### src/rtl/p2s_serializer.sv
// Parallel-to-serial converter with a ready/valid word input and a one-word
// holding buffer, so back-to-back words stream out with no idle cycle.
// Latency: a word accepted at edge N from idle drives its first bit after N.
// Backpressure: a_ready = !hold_full; a word offered while not ready is ignored.
//
// Optional feature macro: P2S_PARITY_EN
//   When defined, each frame is followed by one even-parity bit
//   (XOR of the data bits), and serial_end moves onto that bit.
//
// Ports:
//   clk, rst      - rising-edge clock, asynchronous active-high reset
//   a, a_valid    - parallel word and its valid qualifier
//   a_ready       - word can be accepted this cycle (combinational from regs)
//   d, d_valid    - serial bit and its qualifier (registered)
//   serial_start  - first bit cycle of a frame (registered)
//   serial_end    - last cycle of a frame (registered)
//   busy          - shifter active or holding buffer occupied
module p2s_serializer #(
   parameter int WIDTH     = 8,
   parameter bit MSB_FIRST = 1'b0
) (
   input  logic             clk,
   input  logic             rst,
   input  logic [WIDTH-1:0] a,
   input  logic             a_valid,
   output logic             a_ready,
   output logic             d,
   output logic             d_valid,
   output logic             serial_start,
   output logic             serial_end,
   output logic             busy
);

   localparam int            CW   = $clog2(WIDTH + 1);
   localparam logic [CW-1:0] LAST = CW'(WIDTH - 1);
`ifdef P2S_PARITY_EN
   localparam bit            PAR  = 1'b1;
`else
   localparam bit            PAR  = 1'b0;
`endif

   typedef enum logic [1:0] {
      IDLE   = 2'd0,
      SHIFT  = 2'd1
`ifdef P2S_PARITY_EN
      ,
      PARITY = 2'd2
`endif
   } state_t;

   state_t           state, state_nxt;
   logic [CW-1:0]    cnt, cnt_nxt;
   logic [WIDTH-1:0] shreg, shreg_nxt;
   logic [WIDTH-1:0] hold, hold_nxt;
   logic             hold_full, hold_full_nxt;
   logic             d_nxt, d_valid_nxt, start_nxt, end_nxt;
`ifdef P2S_PARITY_EN
   logic             par, par_nxt;
`endif

   logic             accept;
   logic             frame_end;
   logic             load;
   logic [WIDTH-1:0] load_word;
   logic [WIDTH-1:0] ordered;

   // Put the word into transmit order so the shifter always emits bit 0.
   function automatic logic [WIDTH-1:0] tx_order(input logic [WIDTH-1:0] w);
      logic [WIDTH-1:0] r;
      r = w;
      if (MSB_FIRST) begin
         for (int i = 0; i < WIDTH; i++) begin
            r[i] = w[WIDTH-1-i];
         end
      end
      return r;
   endfunction

   assign a_ready = !hold_full;
   assign busy    = d_valid || hold_full;
   assign accept  = a_valid && !hold_full;
   assign ordered = tx_order(load_word);

`ifdef P2S_PARITY_EN
   assign frame_end = (state == PARITY);
`else
   assign frame_end = (state == SHIFT) && (cnt == LAST);
`endif

   always_comb begin
      state_nxt     = state;
      cnt_nxt       = cnt;
      shreg_nxt     = shreg;
      hold_nxt      = hold;
      hold_full_nxt = hold_full;
      d_nxt         = 1'b0;
      d_valid_nxt   = 1'b0;
      start_nxt     = 1'b0;
      end_nxt       = 1'b0;
      load          = 1'b0;
      load_word     = a;
`ifdef P2S_PARITY_EN
      par_nxt       = par;
`endif

      if (state == IDLE || frame_end) begin
         // Frame boundary: a buffered word has priority over a new one
         // (a new one cannot be accepted while the buffer is full anyway).
         if (hold_full) begin
            load          = 1'b1;
            load_word     = hold;
            hold_full_nxt = 1'b0;
         end else if (accept) begin
            load          = 1'b1;
            load_word     = a;
         end else begin
            state_nxt     = IDLE;
            cnt_nxt       = '0;
         end
      end else begin
         if (accept) begin
            hold_nxt      = a;
            hold_full_nxt = 1'b1;
         end
         if (cnt != LAST) begin
            cnt_nxt     = cnt + 1'b1;
            d_nxt       = shreg[0];
            shreg_nxt   = shreg >> 1;
            d_valid_nxt = 1'b1;
            end_nxt     = !PAR && ((cnt + 1'b1) == LAST);
         end
`ifdef P2S_PARITY_EN
         else begin
            state_nxt   = PARITY;
            d_nxt       = par;
            d_valid_nxt = 1'b1;
            end_nxt     = 1'b1;
         end
`endif
      end

      if (load) begin
         state_nxt   = SHIFT;
         cnt_nxt     = '0;
         d_nxt       = ordered[0];
         shreg_nxt   = ordered >> 1;
         d_valid_nxt = 1'b1;
         start_nxt   = 1'b1;
         end_nxt     = !PAR && (WIDTH == 1);
`ifdef P2S_PARITY_EN
         par_nxt     = ^load_word;
`endif
      end
   end

   always_ff @(posedge clk or posedge rst) begin
      if (rst) begin
         state <= IDLE;
      end else begin
         state <= state_nxt;
      end
   end

   always_ff @(posedge clk or posedge rst) begin
      if (rst) begin
         cnt          <= '0;
         shreg        <= '0;
         hold         <= '0;
         hold_full    <= 1'b0;
         d            <= 1'b0;
         d_valid      <= 1'b0;
         serial_start <= 1'b0;
         serial_end   <= 1'b0;
`ifdef P2S_PARITY_EN
         par          <= 1'b0;
`endif
      end else begin
         cnt          <= cnt_nxt;
         shreg        <= shreg_nxt;
         hold         <= hold_nxt;
         hold_full    <= hold_full_nxt;
         d            <= d_nxt;
         d_valid      <= d_valid_nxt;
         serial_start <= start_nxt;
         serial_end   <= end_nxt;
`ifdef P2S_PARITY_EN
         par          <= par_nxt;
`endif
      end
   end

endmodule

### config.mk
export PLATFORM = sky130hd
export DESIGN_NAME = p2s_serializer
export DESIGN_NICKNAME = d
export VERILOG_FILES = /design/src/rtl/p2s_serializer.sv
export SDC_FILE = /design/constraint.sdc
export NUM_CORES = 1
export LEC_CHECK = 0
export CAP_MARGIN = 20
export CORE_MARGIN = 2
export CORE_UTILIZATION = 50
export CTS_CLUSTER_SIZE = 30
export DETAILED_ROUTE_END_ITERATION = 10
export PLACE_DENSITY = 0.81
export SLEW_MARGIN = 10
export SYNTH_ARGS = -nofsm -noshare
export SYNTH_HDL_FRONTEND = slang
export SYNTH_SLANG_ARGS = --single-unit
export TNS_END_PERCENT = 100
### constraint.sdc
create_clock -name clk -period 2.55 [get_ports clk]
set_clock_uncertainty 0.05 [all_clocks]
set_input_delay 0.51 -clock clk [delete_from_list [all_inputs] [get_ports clk]]
set_output_delay 0.51 -clock clk [all_outputs]
set_load 0.01 [all_outputs]
==> impl_results.md <==
- Status: complete, no violations
- # diodes: 0
- Final worst slack: 474 ps
- # hold bufs at CTS: 0
- Post-CTS setup repair buffer count: 0
- Clk_lat worst skew: 310 ps
- Starting DRC count in detailed routing: 12
- IO buf count: 16
- Ys Warns: 0
- Max_cap viols: 0
- Total Routed Length: 1.92 mm
- Cts repair resizes: 0
- Unrepaired setup endpoints after global routing: false
- Req. time, crit path: 1990 ps
- Dominant cell type by area after synthesis: dfrtp_1
- Residual DRC count: 0
- Sink Count: 25
- Setup Total Neg Slack: 0 ps
- GRT Total Usage: 16.6%
- Post-synth net total: 104
- WP data arrival: 1520 ps
- Synthesized area: 1150 um2
- Total number of vias: 709
- Max Root-Sink Buffers: 2
- Worst Hold Class: reg -> reg
- Io pins: 17
- Setup crit end kind: output pin
- Max incr delay on CP: 530 ps
- Antenna violations before repair: 0
- Register area share after synthesis: 54.3%
- Crit-path cells: buf_4 -> inv_2 -> clkdlybuf4s50_1
- Distinct cells, synth: 23
- Final HPWL DP: 1.40 mm
- Rows: 17
- Initial DRT Pass Iterations: 4
- # setup viols final: 0
- Die width: 52.0 um
- CORE AREA: 2190 um2
- First-pass GRT wire length: 3.25 mm
- Final Hold Vio Count: 0
- Worst IR Drop VDD: 559 uV
- Top post-synthesis cells by area: dfrtp_1, mux2_4, mux2_2
- CP max-delay cell: clkdlybuf4s50_1
- Non-Filler Instances: 138
- Yosys reg bits: 25
- Initial Util: 52.5%
- Pre-CTS setup slack: 487 ps
- Placer congestion estimate: 0.699
- WHS: 447 ps
- Die ar.: 2700 um2
- Routed vias/inst: 5.14
- Number of global-route vias before repair: 717
- Worst Max-Slew Pin Slew: 502 ps
- Die height: 52.0 um
- Pwr dens: 1000 nW/um2
- Largest net degree at the start of global routing: 26
- Grt ovf: 0
- Crit-path max FO: 17
- ANT nets after route: 0
- Num CTS Buffers: 3
- Min cycle time layout: 2080 ps
- Fin crit share: 81.4%
- Worst-path clk slew: 130 ps
- CTS tree: built
- Placed Cells: 134
- Fin. max-slew vios: 0
- P_leak: 0.651 nW
- FMAX: 0.482 GHz
- WL/cell: 13.9 um
- Layout cells sized above 1: 24.5%
- Clock root cell: clkbuf_4
- Nets@finish: 124
- Critical path type: reg -> out
- Relative slew margins: 66.5%
- Share of the synthesized area in the top cell type: 54.3%
- Post-synthesis cell count: 91
- Core Util, Final: 62.4%
- CTS H-Tree Depth: 1
- Critical Path Source Type: flip-flop
- Avg Inst Size Synth: 12.6 um2
- Area growth from synthesis to layout: 18.7%
[critical path, delay by kind of cell, from the launching register on]
kind	cells	cell delay, ps
flip-flops	1	390
buffers and inverters	3	810
[worst paths after layout]
kind                                       start              endpoint  slack (ps)  cells after the start
hold reg to reg               cnt[0]$_DFFE_PP0P_    cnt[0]$_DFFE_PP0P_         450                      1
hold / removal                cnt[0]$_DFFE_PP0P_    cnt[0]$_DFFE_PP0P_         450                      1
min in group asynchronous                    rst   hold[1]$_DFFE_PP0P_         470                      3
setup reg to reg              cnt[0]$_DFFE_PP0P_  shreg[5]$_DFFE_PP0P_         750                      5
setup / recovery           hold_full$_DFFE_PP0P_               a_ready         470                      3
max in group asynchronous                    rst    cnt[3]$_DFFE_PP0P_        1740                      3
[registers in the layout (all words and copies together) (netlist names)]
name          count
state             1
hold              8
serial_end        1
d                 1
hold_full         1
d_valid           1
shreg             7
serial_start      1
cnt               4
[routing by layer]
metal | track usage [%] | up-vias | part of all wire (%)
li1 | - | 349 | -
met1 | 21.3 | 342 | 46
met2 | 27.8 | 14 | 48
met3 | 2.59 | 4 | 3.7
met4 | 6.58 | 0 | 1.5
met5 | 0 | - | 0
[power by group]
part	leakage, nW	internal (mW)	switching [mW]	total [mW]
Sequential	0.301	0.552	0.101	0.653
Combinational	0.336	0.314	0.226	0.540
Clock	0.0139	0.0599	0.116	0.176
Total	0.651	0.926	0.443	1.37
[logic make-up after synthesis]
| logic type | Yosys count | share of synthesized area (%) |
|---|---|---|
| adder cells (fa/ha/maj) | 2 | 2.17 |
| AO/OA/AOI/OAI | 11 | 6.30 |
| XOR/XNOR | 2 | 1.52 |
| buffers and inverters | 8 | 4.46 |
| multiplexers | 22 | 23.4 |
| flip-flops | 25 | 54.3 |
| AND/OR/NAND/NOR | 21 | 7.83 |
[cell type report]
class,instances,area (um2)
repair buffers,20,190
flip-flops and latches,25,626
clock inverters,1,7.51
multi-input cells,58,474
clock buffers,3,22.5
inverters,3,11.3
well taps,28,35.0
fillers,179,825
[synth_stat cells]
| cell type | instances |
|---|---|
| xor2_1 | 2 |
| mux2_4 | 8 |
| mux2_2 | 7 |
| and3_1 | 1 |
| nand2_1 | 11 |
| inv_1 | 2 |
| o21a_1 | 1 |
| nand3_1 | 1 |
| mux2i_1 | 7 |
| dfrtp_1 | 25 |
| buf_4 | 1 |
| o2111a_1 | 1 |
| nor2_1 | 5 |
| o21ai_2 | 1 |
| ha_1 | 2 |
| o21ai_0 | 7 |
| nand2_2 | 1 |
| and2_1 | 1 |
| o211a_1 | 1 |
| buf_2 | 2 |
| buf_6 | 2 |
| inv_2 | 1 |
| or2_2 | 1 |
[metrics by stage]
stage | cell area (um2) | power (mW)
finish | 1370 | 1.37
global route | 1370 | 1.47
CTS | 1370 | 1.38
detailed placement | 1340 | 1.20
global placement | 1340 | 1.16
floorplan | 1150 | 1.06
[placed cells by master, fill, tap and decap left out, types with 2 or more instances in the layout]
cell	n
buf_4	4
clkbuf_4	3
clkdlybuf4s50_1	16
dfrtp_1	25
ha_1	2
inv_1	2
mux2_2	7
mux2_4	8
mux2i_1	7
nand2_1	11
nor2_1	5
o21ai_0	7
xor2_1	2
Power figures use the tool's default switching activity.
==> RTL change 1 (config.mk and constraints unchanged) <==
Build with the macro `P2S_PARITY_EN` defined.
--- a/src/rtl/p2s_serializer.sv
+++ b/src/rtl/p2s_serializer.sv
@@ -16,4 +16,6 @@
 //   serial_end    - last cycle of a frame (registered)
 //   busy          - shifter active or holding buffer occupied
+`define P2S_PARITY_EN
+
 module p2s_serializer #(
    parameter int WIDTH     = 8,
Behaviour: not the same (a bounded check fails within 10 cycles, from zero or initial values and one cycle with rst high).
==> RTL change 1 against the unedited design <==
  * Cell area rose by 14%
  * Cell count rose by 21%
  * Sequential cell count rose by 1
  * Synthesized area rose by 17%
  * Synthesized cell count rose by 33%
  * Via count rose by 29%
  * Total power rose by 34%
  * Routed wire length rose by 29%
  * Setup slack got worse by 0.15 ns
  * Maximum frequency fell by 6.7%
  * Sequential share of layout area fell by 4.0 points
==> RTL change 1: results (changes against the unedited design) <==
Power
  – Peak supply drop: 668.3 uV (+20%)
  – Static Leakage: 0.0006779 uW (+4.1%)

Placed design
  – Last weighted congestion value of the routability-driven placer: 0.8214 (+18%)
  – Number of I/O port buffers: 16 (unchanged)
  – Dpl hpwl: 1793 um (+28%)

Route
  – Via/cell ratio: 5.485 (+6.8%)
  – Number of DRC markers after the initial detailed-route iteration: 11 (-1)
  – Number of iterations in the first detailed-routing pass: 4 (unchanged)
  – Overall routed net length: 2488 um (+29%)
  – Post-route DRC: 0 (unchanged)

Logic synthesis
  – Yosys cell types: 34 (+48%)
  – Leading post-synthesis cells by instance count: dfrtp_1, nand2_1, xnor2_1
  – Proportion of synthesized flip-flops having asynchronous set or reset: 100.0% (unchanged)
  – Top area cells in the synthesized netlist: dfrtp_1, xnor2_1, mux2_2
  – Total nets after synthesis: 133 (+28%)
  – Yosys warning total: 0 (unchanged)
  – Seq/Total Area, Yosys: 48.46% (-5.9 points)
  – Top_reg_cell synth: dfrtp_1

STA
  – Tightest Pin Transition: 0.7026 ns (+0.2007 ns)
  – Number of max-slew violations in the final report: 0 (unchanged)

Setup path
  – Crit-path max FO: 12 (-5)
  – Data arrival, critical path: 1.67 ns (+0.15 ns)
  – R2r startpoint: state[0]
  – Capture instance of the worst register-to-register path: shreg[1]
  – R2r setup slk: 0.77 ns (+0.02 ns)
  – Worst Reg2Reg Path Length in Cells: 3 (-2)

Clocking
  – Resized cells post-CTS: 0 (unchanged)
  – Post-CTS setup buffer count: 0 (unchanged)
  – Clock-pin slew on the worst setup and hold paths: 0.14 ns
  – CTS H-Tree Depth: 1 (unchanged)
  – CTS Root Buffer Type: clkbuf_4
  – TritonCTS buffer count: 3 (unchanged)
  – Clock buffer depth: 2 (unchanged)
  – Source-to-sink clock delay at the later pin of the worst-skew pair: between 0.3 and 0.4 ns

Final layout
  – Layout cell share with drive strength beyond 1: 18.25% (-6.3 points)
  – Biggest registers after layout: hold (8), shreg (7), cnt (4)
  – Net count reported at finish: 150 (+21%)
  – Antenna diode instance count: 0 (unchanged)

Global routing
  – GRT Resource Usage Total: 17.52% (+0.97 points)
  – Pin count of the biggest net entering global routing: 27 (+3.8%)
  – Vias in the first global route: 906 (+26%)
  – Antenna violations before repair: 0 (unchanged)
  – Global-route wire length before repair: 4264 um (+31%)

Status
  – Outcome: finished, final reports clean

Hold path
  – Hold Crit Class: primary input to async pin
==> RTL change 1: cell count changes in the layout (fill, tap and decap cells not counted), sizes merged, moves of 3 or more <==
cell / before / now
a211oi: 0 / 3
nor2b: 0 / 4
xnor2: 0 / 12
mux2: 15 / 9
a31oi: 0 / 8
o21ai: 8 / 2
a22oi: 0 / 3
==> RTL change 1: worst max-delay path by stage <==
| stage | start | to | cells after the start |
|---|---|---|---|
| 6_report | hold_full | busy | 2 |
| 2_1_floorplan | a_valid | shreg[5] | 4 |
| 3_3_place_gp | a_valid | shreg[5] | 4 |
| 3_5_place_dp | a_valid | shreg[5] | 4 |
| 5_1_grt | hold_full | busy | 2 |
| 4_1_cts | hold_full | busy | 2 |
==> RTL change 1: final cells by class <==
class,instances,area (um2)
fillers,195,942.2
clock buffers,3,22.52
flip-flops and latches,26,650.6
inverters,3,11.26
repair buffers,18,175.2
multi-input cells,86,630.6
clock inverters,1,30.03
well taps,30,37.54
==> RTL change 1: metal layers <==
layer  global-route usage [%]  vias to the layer above  routed length (um)
met3                    2.558                        6                  74
met5                        0                        -                   0
met1                    22.59                      448                1107
met4                    8.163                        0                  66
li1                         -                      448                   -
met2                    29.08                       14                1239
==> RTL change 1: power by group <==
part | switching, uW | internal (uW)
registers | 182 | 593
clock network | 121 | 159
logic | 348 | 431
total | 651 | 1180
==> RTL change 1: cell families (layout without fill, tap and decap cells) <==
kind of cell,Yosys count,after routing,synth area share [%]
xor gates and xnor gates,15,15,9.786
AOI/OAI and AO/OA,22,22,10.62
adders and majority gates,1,1,0.9318
buffers and inverters,9,25,4.566
DFF,26,26,48.46
muxes,14,14,11.56
and+or+nand+nor,34,34,14.07
==> RTL change 1: critical path, cell delays in order (launching register included) <==
cell and delay [ns]:
dfrtp_1 0.54, or2_2 0.34, clkdlybuf4s50_1 0.47
==> RTL change 1: per-stage QoR <==
stage	instances	area (um2)	setup slack, ns	total power (uW)	hold slack [ns]
after floorplan	121	1343	0.9834	1376	0.4224
after global placement	163	1505	0.4731	1504	0.4438
after detailed placement	163	1505	0.4425	1554	0.4657
after CTS	167	1558	0.3207	1842	0.4852
after global routing	167	1558	0.2620	1964	0.4961
final	167	1558	0.3235	1833	0.4789
